===== src/rtl/cfu_pkg.sv =====
// Shared constants for the CFU MAC sequencer: CPU opcodes, MAC engine
// function ids, the illegal-opcode response word and the FSM state encoding.
package cfu_pkg;

    // CPU opcodes carried in cmd_payload_function_id[2:0]
    localparam logic [2:0] OP_SET_OFF = 3'd0;
    localparam logic [2:0] OP_RUN     = 3'd1;

    // MAC engine function ids
    localparam logic [9:0] MAC_FN_ACC   = {7'd0, 3'd0};
    localparam logic [9:0] MAC_FN_CLEAR = {7'd0, 3'd2};

    // Response word returned for any unsupported opcode
    localparam logic [31:0] ILLEGAL_RSP = 32'hFFFF_FFFF;

    // Sequencer FSM state encoding
    typedef logic [2:0] state_t;
    localparam state_t ST_IDLE     = 3'd0;
    localparam state_t ST_CLEAR    = 3'd1;
    localparam state_t ST_CLR_WAIT = 3'd2;
    localparam state_t ST_FETCH    = 3'd3;
    localparam state_t ST_LOAD     = 3'd4;
    localparam state_t ST_ISSUE    = 3'd5;
    localparam state_t ST_MWAIT    = 3'd6;
    localparam state_t ST_RESP     = 3'd7;

endpackage


===== src/rtl/cfu_mac_sequencer.sv =====
// CFU MAC sequencer: turns one CPU RUN command into a full dot product by
// clearing the MAC accumulator, streaming N operand words from the operand
// buffer into the MAC engine one at a time, and returning the final sum.
module cfu_mac_sequencer
    import cfu_pkg::*;
#(
    parameter int ADDR_W = 10,
    parameter int LEN_W  = 12
) (
    input  logic              clk,
    input  logic              reset,
    input  logic              cmd_valid,
    output logic              cmd_ready,
    input  logic [9:0]        cmd_payload_function_id,
    input  logic [31:0]       cmd_payload_inputs_0,
    input  logic [31:0]       cmd_payload_inputs_1,
    output logic              rsp_valid,
    input  logic              rsp_ready,
    output logic [31:0]       rsp_payload_outputs_0,
    output logic              buf_rd_en,
    output logic [ADDR_W-1:0] buf_rd_addr,
    input  logic [31:0]       buf_rd_a,
    input  logic [31:0]       buf_rd_b,
    output logic              mac_cmd_valid,
    input  logic              mac_cmd_ready,
    output logic [9:0]        mac_func_id,
    output logic [31:0]       mac_in0,
    output logic [31:0]       mac_in1,
    input  logic              mac_rsp_valid,
    output logic              mac_rsp_ready,
    input  logic [31:0]       mac_rsp_out
);

    state_t              state_q, state_d;
    logic [ADDR_W-1:0]   addr_q, addr_d;
    logic [LEN_W-1:0]    cnt_q, cnt_d;
    logic [15:0]         offset_q, offset_d;
    logic [31:0]         rsp_data_q, rsp_data_d;
    logic [31:0]         op_a_q, op_a_d;
    logic [31:0]         op_b_q, op_b_d;
    logic                unused_bits;

    // Command fields that carry no meaning for this block
    assign unused_bits = ^{cmd_payload_function_id[9:3],
                           cmd_payload_inputs_0[31:16],
                           cmd_payload_inputs_1[31:LEN_W]};

    // Next-state and datapath-register update for the sequencing FSM
    always_comb begin
        state_d    = state_q;
        addr_d     = addr_q;
        cnt_d      = cnt_q;
        offset_d   = offset_q;
        rsp_data_d = rsp_data_q;
        op_a_d     = op_a_q;
        op_b_d     = op_b_q;
        case (state_q)
            ST_IDLE: begin
                if (cmd_valid) begin
                    case (cmd_payload_function_id[2:0])
                        OP_SET_OFF: begin
                            offset_d   = cmd_payload_inputs_0[15:0];
                            rsp_data_d = 32'd0;
                            state_d    = ST_RESP;
                        end
                        OP_RUN: begin
                            addr_d  = cmd_payload_inputs_0[ADDR_W-1:0];
                            cnt_d   = cmd_payload_inputs_1[LEN_W-1:0];
                            state_d = ST_CLEAR;
                        end
                        default: begin
                            rsp_data_d = ILLEGAL_RSP;
                            state_d    = ST_RESP;
                        end
                    endcase
                end
            end
            ST_CLEAR: begin
                if (mac_cmd_ready) begin
                    state_d = ST_CLR_WAIT;
                end
            end
            ST_CLR_WAIT: begin
                if (mac_rsp_valid) begin
                    if (cnt_q == '0) begin
                        rsp_data_d = mac_rsp_out;
                        state_d    = ST_RESP;
                    end else begin
                        state_d = ST_FETCH;
                    end
                end
            end
            ST_FETCH: begin
                // Address wraps naturally at the buffer width
                addr_d  = addr_q + ADDR_W'(1);
                state_d = ST_LOAD;
            end
            ST_LOAD: begin
                op_a_d  = buf_rd_a;
                op_b_d  = buf_rd_b;
                state_d = ST_ISSUE;
            end
            ST_ISSUE: begin
                if (mac_cmd_ready) begin
                    cnt_d   = cnt_q - LEN_W'(1);
                    state_d = ST_MWAIT;
                end
            end
            ST_MWAIT: begin
                if (mac_rsp_valid) begin
                    rsp_data_d = mac_rsp_out;
                    state_d    = (cnt_q == '0) ? ST_RESP : ST_FETCH;
                end
            end
            ST_RESP: begin
                if (rsp_ready) begin
                    state_d = ST_IDLE;
                end
            end
            default: state_d = ST_IDLE;
        endcase
    end

    // Control and response registers, cleared by reset
    always_ff @(posedge clk) begin
        if (reset) begin
            state_q    <= ST_IDLE;
            addr_q     <= '0;
            cnt_q      <= '0;
            offset_q   <= '0;
            rsp_data_q <= '0;
        end else begin
            state_q    <= state_d;
            addr_q     <= addr_d;
            cnt_q      <= cnt_d;
            offset_q   <= offset_d;
            rsp_data_q <= rsp_data_d;
        end
    end

    // Operand holding registers; only observed while ISSUE drives them out
    always_ff @(posedge clk) begin
        op_a_q <= op_a_d;
        op_b_q <= op_b_d;
    end

    assign cmd_ready             = (state_q == ST_IDLE);
    assign rsp_valid             = (state_q == ST_RESP);
    assign rsp_payload_outputs_0 = rsp_data_q;
    assign buf_rd_en             = (state_q == ST_FETCH);
    assign buf_rd_addr           = addr_q;
    assign mac_cmd_valid         = (state_q == ST_CLEAR) || (state_q == ST_ISSUE);
    assign mac_rsp_ready         = (state_q == ST_CLR_WAIT) || (state_q == ST_MWAIT);
    assign mac_func_id           = (state_q == ST_CLEAR) ? MAC_FN_CLEAR : MAC_FN_ACC;

    // Operands are zeroed outside a command so idle outputs stay quiet
    assign mac_in0 = (state_q == ST_CLEAR) ? {16'd0, offset_q} :
                     (state_q == ST_ISSUE) ? op_a_q : 32'd0;
    assign mac_in1 = (state_q == ST_ISSUE) ? op_b_q : 32'd0;

endmodule


===== config.mk =====
export PLATFORM = sky130hd
export DESIGN_NAME = cfu_mac_sequencer
export DESIGN_NICKNAME = d
export VERILOG_FILES = /design/src/rtl/cfu_pkg.sv /design/src/rtl/cfu_mac_sequencer.sv
export SDC_FILE = /design/constraint.sdc
export NUM_CORES = 1
export LEC_CHECK = 0
export CORE_UTILIZATION = 45
export CTS_CLUSTER_SIZE = 8
export DETAILED_ROUTE_END_ITERATION = 6
export PLACE_DENSITY = 0.9
export SYNTH_ARGS = -nofsm -noshare
export SYNTH_HDL_FRONTEND = slang
export SYNTH_SLANG_ARGS = --single-unit

===== constraint.sdc =====
create_clock -name clk -period 10 [get_ports clk]
set_input_delay 3 -clock clk [delete_from_list [all_inputs] [get_ports clk]]
set_output_delay 3 -clock clk [all_outputs]
set_load 0.01 [all_outputs]

## After elaboration in Yosys (flattened, before gate mapping)

Cells that the tools add are included.

| storage, ports and cells | value |
|---|---|
| bits of input ports | 176 |
| register bits after elaboration | 137 |
| output and inout port bits | 121 |
| memories kept | 0 |
| word-level logic and storage cells | 66 |
| memory bits (read-only) | 0 |
| memory bits (writable) | 0 |
| bits in latches | 0 |

| cells by class | value |
|---|---|
| reductions and logical operators | 14 |
| div/mod/pow operators | 0 |
| bitwise logic cells | 0 |
| shift-type cells | 0 |
| order comparisons | 0 |
| $add $sub $neg | 2 |
| mux-type cells | 25 |
| $mul | 0 |
| equal/unequal tests | 18 |

Operators with widths:

| cell | number |
|---|---|
| 32-bit two-way mux | 7 |
| 32-bit one-hot mux with 3 select lines | 1 |
| 32-bit one-hot mux with 2 select lines | 1 |
| 12-bit two-way mux | 3 |
| 12-bit one-hot mux with 2 select lines | 1 |
| 3-bit two-way mux | 7 |
| 3-bit one-hot mux with 7 select lines | 1 |
| 10-bit two-way mux | 2 |
| 10-bit one-hot mux with 2 select lines | 1 |
| 2-bit != test (second input constant) | 7 |
| 3-bit equality test (second input constant) | 4 |
| 12-bit zero test | 1 |
| 12-bit by 1-bit subtractor with 12-bit output (second input constant) | 1 |
| 10-bit by 1-bit adder with 10-bit output (second input constant) | 1 |
| 3-bit by 1-bit equality test with 1-bit output (second input constant) | 2 |
| 3-bit by 2-bit equality test with 1-bit output (second input constant) | 2 |
| 3-bit zero test | 2 |
| 2-bit by 1-bit != test with 1-bit output (second input constant) | 3 |
| 3-bit AND reduction | 2 |
| 6-bit AND reduction | 1 |
| 5-bit AND reduction | 1 |
| 4-bit AND reduction | 1 |
| 2-bit nonzero test | 2 |
| 3-bit nonzero test | 1 |
| 3 further kinds | 4 |

## Longest topological paths before layout

Gate-level depths: netlist (run 1).

| logic depth | value |
|---|---|
| depth in word-level cells | 4 |
| depth in mapped cells | 7 |
| gate-level depth less buffers | 6 |

## Worst setup path after synthesis (run 1)

No wires, ideal clock.

| timing path | value |
|---|---|
| path type | reg2reg |
| start | register state_q[1] |
| end | register op_a_q[0], enable pin |
| cell stages (with the launch flop) | 4 |
| clock period less this slack | 5.601 ns |
| required time | 9.436 ns |
| buffers on the path | 2 |
| arrival time | 5.036 ns |
| path slack | 4.399 ns |
| library setup time | 0.564 ns |
| cell sequence | dfxtp_1 buf_6 clkbuf_1 nor3_1 |

| on the way | value |
|---|---|
| longest elaborated chain between the ends | 1 |

Ends and longest elaborated chain:

| what | line | source |
|---|---|---|
| start: declaration | cfu_mac_sequencer.sv:34 | `state_t state_q, state_d;` |
| start signal: assignment | cfu_mac_sequencer.sv:133 | `state_q <= state_d;` |
| 3-bit equality test | cfu_mac_sequencer.sv:57 | `case (state_q)` |
| end signal: assignment | cfu_mac_sequencer.sv:143 | `op_a_q <= op_a_d;` |
| end: declaration | cfu_mac_sequencer.sv:39 | `logic [31:0] op_a_q, op_a_d;` |

No other way between the ends.
A chain may end at the register's enable or synchronous reset.

## Final worst setup path (run 1)

| timing path | value |
|---|---|
| start | register state_q[0] |
| end | output port mac_in0[12] |

| on the way | value |
|---|---|
| longest elaborated chain between the ends | 3 |
| elaborated cells between the ends (all ways) | 4 |
| classes of those cells | 2 x eq/ne; 2 x mux |

Ends and longest elaborated chain:

| what | line | source |
|---|---|---|
| 3-bit equality test | cfu_mac_sequencer.sv:158 | `(state_q == ST_ISSUE) ? op_a_q : 32'd0;` |
| 32-bit two-way mux | cfu_mac_sequencer.sv:158 |  |
| 32-bit two-way mux * | cfu_mac_sequencer.sv:157 | `assign mac_in0 = (state_q == ST_CLEAR) ? {16'd0, offset_q} :` |
| end: declaration | cfu_mac_sequencer.sv:27 | `output logic [31:0] mac_in0,` |

Every way passes the cells marked *; elsewhere a longest branch is shown, timed or not.

==> qor.txt, run 1 <==
Worst Hold Class - flip-flop to flip-flop
Rel. slew slack - 22.2%
Mapped Area - 0.00625 sq mm
synthesized instance count - 594
Max Buffers Root-to-Sink - 2
status - complete, no violations
# clock sinks - 137
critical path class - flip-flop to output port
dpl hpwl - 11300 um
post-place instance area - 0.00869 sq mm
grt ovf - 0
DR DRC count - 0
gpl congestion - 0.826
Metal-1 WL - 6440 um
max-cap viol count - 0
Logic pwr share - 27.2%
num ports - 297
min-delay src - offset_q[15]$_SDFFE_PP0P_
Reg clk slew, reported paths - 0.06 ns
cells resized by post-CTS repair - 0
synth-to-layout area growth - 48.1%
vias in the first global route - 5062
crit-path max FO - 19
Met3 Wirelength - 1230 um
critical path required time - 7.00 ns
Yosys reg bits - 137
Die Y - 120 um
cell-internal power - 1320 uW
share of layout cells above drive strength 1 - 5.88%
VDD IR max - 0.131 mV
cts bufs inserted - 17
die area - 0.0144 sq mm
worst reg2reg path startpoint - state_q[1]$_SDFFE_PP0P_
vias - 5232
Antenna Diode Count - 0
RR Endpoint - rsp_payload_outputs_0[27]$_SDFFE_PP0P_
Min-Delay Endpoint - offset_q[15]$_SDFFE_PP0P_
Critical Path End Type - output port
highest routed layer - met4
largest area contributor in the netlist - edfxtp_1
first-pass iteration count of the detailed router - 4
cell leakage power - 0.00327 uW
synth top area cells - edfxtp_1, dfxtp_1, mux2i_1, and2_1, nand2b_1
CTS Hold Buffers Added - 0
Clk pwr share - 32.4%
clock skew - 0.00769 ns
worst-skew pair later-pin latency - 0.41 ns
Hold Path Depth - 2
actual slew at the worst max-slew pin - 1.17 ns
Flop pwr share - 40.4%
Cell Pwr Density - 198 mW/mm^2
Final ANT Viol Nets - 0
top-area cell type share of the netlist area - 30.8%
startpoint types - flip-flop
Main synth FF type - dfxtp_1
largest net degree at the start of global routing - 77
RSZ-0062 raised after global routing - false
Initial Util - 46.6%
number of synthesized flops with an enable pin - 64
H-tree Lvls - 4
Cell variety after synth - 59
Final Cell Area - 0.00925 sq mm
fmax - 175 MHz
CORE AREA - 0.0134 sq mm
chip width - 120 um
most common cell in the netlist - dfxtp_1
Post-CTS Setup Bufs - 0
Avg Cell Area, Syn - 10.5 sq um
Post-layout nets - 999
DRT Wirelength - 16100 um
all-layer global routing usage - 22.9%
register area share after synthesis - 54.1%
Avg WL per Cell - 16.0 um
fraction of registers with async set/reset - 0%
Arr. time, crit path - 2.73 ns
Setup violations, final - 0
initial antenna violation count - 0
min Tclk post-route - 5.73 ns
Final Hold Viols - 0
drt via density - 5.19
sw frac - 28.0%
Slew Limit Fails - 0
IO Port Bufs - 244
CTS tree - built
std cell rows - 42
metal2 WL - 7980 um
R2R depth - 4
CTS root buffer - clkbuf_16
1st-iter DRT viols - 289
Worst R2R Setup Slack - 7.19 ns
total negative setup slack - 0 ns
Commonest cells post-synth - dfxtp_1, edfxtp_1, and2_1, nand2_1, mux2i_1
Psw - 513 uW
first-pass GRT wire length - 25300 um
Tcrit/Tclk final - 57.3%
Ys Warns - 0
==> power by group through the flow <==
stage | clock [uW] | sequential [uW] | combinational, uW
4_1_cts | 604 | 739 | 503
3_3_place_gp | 0 | 744 | 492
5_1_grt | 631 | 749 | 535
6_report | 593 | 739 | 499
2_1_floorplan | 0 | 756 | 275
3_5_place_dp | 0 | 750 | 501
==> final cells by class <==
cell class	count	area (sq um)
fill	1009	4150
sequential	137	3380
inverter	9	33.8
clock buffer	25	500
multi-input combinational	406	2570
timing repair buffer	249	2470
clock inverter	7	66.3
tap	176	220
==> worst max-delay path by stage <==
stage,start,end,slack [ns],depth (start not counted)
2_1_floorplan,state_q[1]$_SDFFE_PP0P_,op_a_q[0]$_DFFE_PP_,4.40,3
3_3_place_gp,state_q[0]$_SDFFE_PP0P_,mac_in0[9],4.77,3
3_5_place_dp,state_q[0]$_SDFFE_PP0P_,mac_in0[7],4.72,3
4_1_cts,state_q[0]$_SDFFE_PP0P_,mac_in0[12],4.28,3
5_1_grt,state_q[0]$_SDFFE_PP0P_,mac_in1[18],4.13,4
6_report,state_q[0]$_SDFFE_PP0P_,mac_in0[12],4.27,3
==> worst max-delay path, stage by stage, from the launching register on <==
cell and delay, ns:
dfxtp_1 0.81, nand2b_1 0.63, nor2_1 0.30, clkdlybuf4s50_1 0.57
==> metal layers <==
layer / track usage, % / up-vias
li1: - / 2541
met1: 26.9 / 2463
met2: 38.0 / 196
met3: 6.75 / 32
met4: 11.3 / 0
met5: 0 / -
==> cells by family after synthesis <==
family	count (synthesis)	share of synthesized area (%)
and+or+nand+nor	228	20.3
DFF	137	54.1
AOI/OAI and AO/OA	116	11.4
buffers and inverters	59	5.27
muxes	50	8.29
adders and majority gates	3	0.601
other	1	0.0600
==> cell usage in the layout, fill, tap and decap left out, types with 2 or more instances in the layout <==
| cell type | synthesis | layout |
|---|---|---|
| buf_4 | 11 | 5 |
| edfxtp_1 | 64 | 64 |
| nand2_1 | 52 | 52 |
| a41oi_1 | 2 | 2 |
| a211oi_1 | 5 | 5 |
| o21ai_0 | 45 | 45 |
| nor3b_1 | 4 | 4 |
| a2bb2oi_1 | 2 | 2 |
| clkbuf_16 | 0 | 18 |
| a221oi_1 | 3 | 3 |
| a22oi_2 | 2 | 2 |
| or3_1 | 2 | 2 |
| clkbuf_1 | 27 | 4 |
| o31ai_1 | 2 | 2 |
| inv_1 | 8 | 8 |
| conb_1 | 1 | 9 |
| nand2b_1 | 36 | 36 |
| a32oi_1 | 2 | 2 |
| nand4_1 | 4 | 4 |
| and3_1 | 6 | 6 |
| clkinvlp_4 | 0 | 2 |
| and2_1 | 53 | 53 |
| mux2i_1 | 48 | 48 |
| nor4_1 | 3 | 3 |
| nor2_1 | 34 | 34 |
| a311oi_1 | 2 | 2 |
| nand3_1 | 8 | 8 |
| clkdlybuf4s50_1 | 0 | 243 |
| a31oi_1 | 6 | 6 |
| a21o_1 | 4 | 4 |
| nand4b_1 | 2 | 2 |
| nor3_1 | 11 | 10 |
| dfxtp_1 | 73 | 73 |
| a21oi_1 | 34 | 33 |
| ha_1 | 3 | 3 |
| clkinv_2 | 0 | 3 |
| clkbuf_8 | 0 | 2 |
==> registers in the layout (all words and copies together), names as in the netlist <==
register	count
op_a_q	32
op_b_q	32
rsp_payload_outputs_0	32
offset_q	16
cnt_q	12
buf_rd_addr	10
state_q	3
==> through the flow <==
step	std cells	total power (uW)	util [%]	setup WS [ns]	hold WS, ns
global placement	977	1240	64.8	4.77	0.443
detailed placement	977	1250	64.8	4.72	0.446
CTS	1009	1850	69.1	4.28	0.454
global route	1009	1920	69.1	4.13	0.470
finish	1009	1830	69.1	4.27	0.451
floorplan	602	1030	-	4.40	0.436
No activity file was read; power rests on OpenSTA's default activity.
==> run 2, diff against run 1 <==
--- a/config.mk
+++ b/config.mk
@@ -5,10 +5,10 @@
 export SDC_FILE = /design/constraint.sdc
 export NUM_CORES = 1
 export LEC_CHECK = 0
-export CORE_UTILIZATION = 45
+export CORE_UTILIZATION = 37
 export CTS_CLUSTER_SIZE = 8
 export DETAILED_ROUTE_END_ITERATION = 6
-export PLACE_DENSITY = 0.9
+export PLACE_DENSITY = 0.8
 export SYNTH_ARGS = -nofsm -noshare
 export SYNTH_HDL_FRONTEND = slang
 export SYNTH_SLANG_ARGS = --single-unit
==> constraint.sdc (replaced) <==
create_clock -name clk -period 4.9 [get_ports clk]
set_input_delay 1.47 -clock clk [delete_from_list [all_inputs] [get_ports clk]]
set_output_delay 1.47 -clock clk [all_outputs]
set_load 0.01 [all_outputs]
==> qor.txt, run 2 (synthesized netlist as in run 1, its figures left out) <==
first-pass GRT wire length - 26200 um
worst setup margin - 0.968 ns
final core utilization - 56.8%
min-delay src - offset_q[10]$_SDFFE_PP0P_
share of layout cells above drive strength 1 - 6.23%
CTS tree - built
min Tclk post-route - 3.93 ns
CTS root buffer - clkbuf_16
Arr. time, crit path - 2.46 ns
Max Buffers Root-to-Sink - 2
grt ovf - 0
FILL cells - 1409
fmax - 254 MHz
actual slew at the worst max-slew pin - 1.15 ns
commonest non-fill, non-tap cell in the layout - clkdlybuf4s50_1
total negative setup slack - 0 ns
status - complete, no violations
Critical Path End Type - output port
initial antenna violation count - 0
Antenna Diode Count - 0
CP max-delay cell - clkdlybuf4s50_1
Worst R2R Setup Slack - 2.27 ns
Die Y - 132 um
Tcrit/Tclk final - 80.2%
vias in the first global route - 5100
vias - 5158
dpl hpwl - 11300 um
drt via density - 4.89
critical path class - flip-flop to output port
cts bufs inserted - 17
crit-path max cell delay - 0.56 ns
Non-Filler Instances - 1055
R2R depth - 5
all-layer global routing usage - 19.1%
cell leakage power - 0.00331 uW
startpoint types - flip-flop
DR DRC count - 0
first-pass iteration count of the detailed router - 4
die area - 0.0174 sq mm
num ports - 297
worst-skew pair later-pin latency - 0.41 ns
Post-CTS Setup Bufs - 0
max-cap viol count - 0
Setup violations, final - 0
Hold Path Depth - 2
VDD IR max - 0.248 mV
DRT Wirelength - 16500 um
worst reg2reg path startpoint - state_q[1]$_SDFFE_PP0P_
Final ANT Viol Nets - 0
crit-path max FO - 59
CORE AREA - 0.0165 sq mm
IO Port Bufs - 244
Cell Pwr Density - 411 mW/mm^2
RSZ-0062 raised after global routing - false
# clock sinks - 137
cells resized by post-CTS repair - 0
Post-layout nets - 1001
worst-path cell chain - buf_4 > and3b_1 > buf_4 > and2_1 > clkdlybuf4s50_1
1st-iter DRT viols - 274
std cell rows - 47
Final Hold Viols - 0
crit path from - state_q[1]$_SDFFE_PP0P_
H-tree Lvls - 4
critical path required time - 3.43 ns
cell mode on critical path - buf_4
Initial Util - 37.8%
Min-Delay Endpoint - offset_q[10]$_SDFFE_PP0P_
placed cell count - 1023
clock skew - 0.00557 ns
dpl ws - 1.30 ns
largest net degree at the start of global routing - 76
RR Endpoint - rsp_payload_outputs_0[27]$_SDFFE_PP0P_
synth-to-layout area growth - 50.1%
Rel. slew slack - 23.1%
chip width - 132 um
Reg clk slew, reported paths - 0.06 ns
Worst Hold Class - flip-flop to flip-flop
commonest non-fill, non-tap cells in the layout - clkdlybuf4s50_1, dfxtp_1, edfxtp_1
Avg WL per Cell - 15.6 um
gpl congestion - 0.805
Slew Limit Fails - 0
CTS Hold Buffers Added - 0
## run 2: cell count changes in the layout (fill, tap and decap cells not counted), sizes merged
cell | before | now
clkinvlp | 2 | 1
clkinv | 3 | 6
buf | 6 | 8
bufinv | 1 | 3
clkbuf | 25 | 21
## run 2: stage by stage
stage               area [sq um]  hold slack (ns)  power, uW
CTS                         9380            0.454       3910
floorplan                   6280            0.436       2100
global placement            8760            0.442       2550
global route                9380            0.468       4040
finish                      9380            0.452       3860
detailed placement          8760            0.446       2570
## run 2: layer usage
metal	vias up	global-route usage, %	wire length (um)
met5	-	0	0
met4	0	7.11	241
met3	16	5.81	1300
met2	205	32.2	8080
met1	2391	23.0	6840
li1	2546	-	-
## run 2: worst max-delay path, delay by kind of cell, from the launching register on
| family | cells | cell delay (ns) |
|---|---|---|
| buf+inv | 3 | 1.19 |
| flops | 1 | 0.37 |
| simple gates | 2 | 0.46 |
## run 2: report_power, final
group | switching [uW] | internal (uW) | total [uW]
registers | 76.8 | 1410 | 1480
logic | 525 | 530 | 1060
clock network | 477 | 843 | 1320
## run 2: layout make-up
| cell class | count | area [sq um] | share of cell area, % |
|---|---|---|---|
| inverters | 9 | 33.8 | 0.360 |
| multi-input cells | 406 | 2580 | 27.5 |
| clock inverters | 11 | 144 | 1.53 |
| well taps | 220 | 275 | 2.93 |
| flip-flops and latches | 137 | 3380 | 36.1 |
| repair buffers | 251 | 2490 | 26.5 |
| clock buffers | 21 | 472 | 5.03 |
## run 2: how the worst max path moves through the flow
stage,to,slack [ns],cells past startpoint
finish,mac_in0[17],0.97,5
global route,mac_in0[5],0.82,4
global placement,rsp_payload_outputs_0[27]$_SDFFE_PP0P_,1.35,6
floorplan,op_a_q[0]$_DFFE_PP_,1.25,3
CTS,mac_in0[10],0.93,4
detailed placement,rsp_payload_outputs_0[29]$_SDFFE_PP0P_,1.30,6
==> run 3, diff against run 2 <==
==> constraint.sdc (replaced) <==
create_clock -name clk -period 3.56 [get_ports clk]
set_input_delay 1.068 -clock clk [delete_from_list [all_inputs] [get_ports clk]]
set_output_delay 1.068 -clock clk [all_outputs]
set_load 0.01 [all_outputs]
==> qor.txt, run 3 (synthesized netlist as in run 1, its figures left out) <==
status - complete, no violations
RSZ-0062 raised after global routing - false
total negative setup slack - 0 ns
area taken by multi-input logic gates - 0.00258 sq mm
fmax - 302 MHz
DRT Wirelength - 16600 um
Final Hold Viols - 0
# clock sinks - 137
Setup violations, final - 0
Logic pwr share - 27.6%
vias - 5204
Max Buffers Root-to-Sink - 2
Arr. time, crit path - 2.24 ns
final core utilization - 57.0%
CTS root buffer - clkbuf_16
Tcrit/Tclk final - 93.0%
worst-path cell chain - nand2b_1 > nor2_1 > clkdlybuf4s50_1
Die Y - 132 um
clock skew - 0.00545 ns
VDD IR max - 0.373 mV
chip width - 132 um
Rel. slew slack - 22.3%
worst-skew pair later-pin latency - 0.41 ns
Antenna Diode Count - 0
Slew Limit Fails - 0
Initial Util - 37.8%
FF+latch area - 0.00338 sq mm
Flop pwr share - 38.6%
CORE AREA - 0.0165 sq mm
min Tclk post-route - 3.31 ns
all-layer global routing usage - 19.4%
gpl congestion - 0.787
share of layout cells above drive strength 1 - 7.03%
initial antenna violation count - 0
drt via density - 4.91
sw frac - 29.5%
min-delay src - offset_q[1]$_SDFFE_PP0P_
Min Hold Slack - 0.457 ns
placed cell count - 1027
Post-layout nets - 1005
actual slew at the worst max-slew pin - 1.17 ns
IO Port Bufs - 244
vias in the first global route - 5077
num ports - 297
std cell rows - 47
cell-internal power - 3740 uW
commonest non-fill, non-tap cell in the layout - clkdlybuf4s50_1
1st-iter DRT viols - 319
critical path required time - 2.49 ns
Final ANT Viol Nets - 0
Cell Pwr Density - 563 mW/mm^2
worst reg2reg path startpoint - state_q[0]$_SDFFE_PP0P_
first-pass GRT wire length - 26300 um
CTS Hold Buffers Added - 0
CP max-delay cell - nand2b_1
Post-CTS Setup Bufs - 0
grt ovf - 0
CTS tree - built
Top Family by Delay on Critical Path - simple AND/OR/NAND/NOR gates
Reg clk slew, reported paths - 0.06 ns
crit-path max FO - 18
commonest non-fill, non-tap cells in the layout - clkdlybuf4s50_1, dfxtp_1, edfxtp_1
DR DRC count - 0
critical path class - flip-flop to output port
FILL cells - 1440
Clk pwr share - 33.8%
first-pass iteration count of the detailed router - 4
Critical Path End Type - output port
Psw - 1560 uW
Non-Filler Instances - 1059
Worst Hold Class - flip-flop to flip-flop
max-cap viol count - 0
dpl hpwl - 11300 um
synth-to-layout area growth - 50.7%
cells resized by post-CTS repair - 0
die area - 0.0174 sq mm
Avg WL per Cell - 15.7 um
Worst Path Buf+Inv - 1
cts bufs inserted - 17
largest net degree at the start of global routing - 76
crit path from - state_q[1]$_SDFFE_PP0P_
startpoint types - flip-flop
H-tree Lvls - 4
crit-path max cell delay - 0.66 ns
cell leakage power - 0.00333 uW
[run 3: power groups by stage]
stage	clock network, uW	registers (uW)	logic [uW]
after floorplan	0	2110	780
after global placement	0	2070	1460
after detailed placement	0	2080	1480
after CTS	1850	2050	1490
after global routing	1910	2080	1580
final	1790	2050	1460
[run 3: through the flow]
step | instance area [sq um] | total power [uW] | setup slack (ns)
6_report | 9420 | 5310 | 0.250
5_1_grt | 9420 | 5570 | 0.0831
4_1_cts | 9420 | 5380 | 0.155
3_5_place_dp | 8820 | 3560 | 0.404
3_3_place_gp | 8820 | 3530 | 0.424
2_1_floorplan | 6290 | 2890 | 0.881
[run 3: final timing paths]
path	to	slack [ns]	cells past startpoint
setup / recovery	mac_in0[15]	0.25	3
hold / removal	offset_q[1]$_SDFFE_PP0P_	0.46	2
setup reg to reg	rsp_payload_outputs_0[3]$_SDFFE_PP0P_	1.08	5
hold reg to reg	offset_q[1]$_SDFFE_PP0P_	0.46	2
[run 3: area by class of cell]
cell class,instances,area share [%]
clock buffers,17,4.52
well taps,220,2.92
flip-flops and latches,137,35.9
clock inverters,15,1.86
repair buffers,255,27.0
multi-input cells,406,27.4
inverters,9,0.359
[run 3: metal layers]
layer / GRT usage [%] / wire length [um] / vias to the layer above
met5: 0 / 0 / -
met4: 5.62 / 218 / 0
met3: 6.96 / 1230 / 15
met2: 32.5 / 8100 / 181
met1: 23.3 / 7040 / 2448
li1: - / - / 2560
[run 3: worst register-to-register path: stages, from the launching register on]
cell     delay, ns
dfxtp_1       0.38
buf_4         0.23
or2b_4        0.40
a21oi_2       0.95
o21ai_0       0.26
mux2i_1       0.19
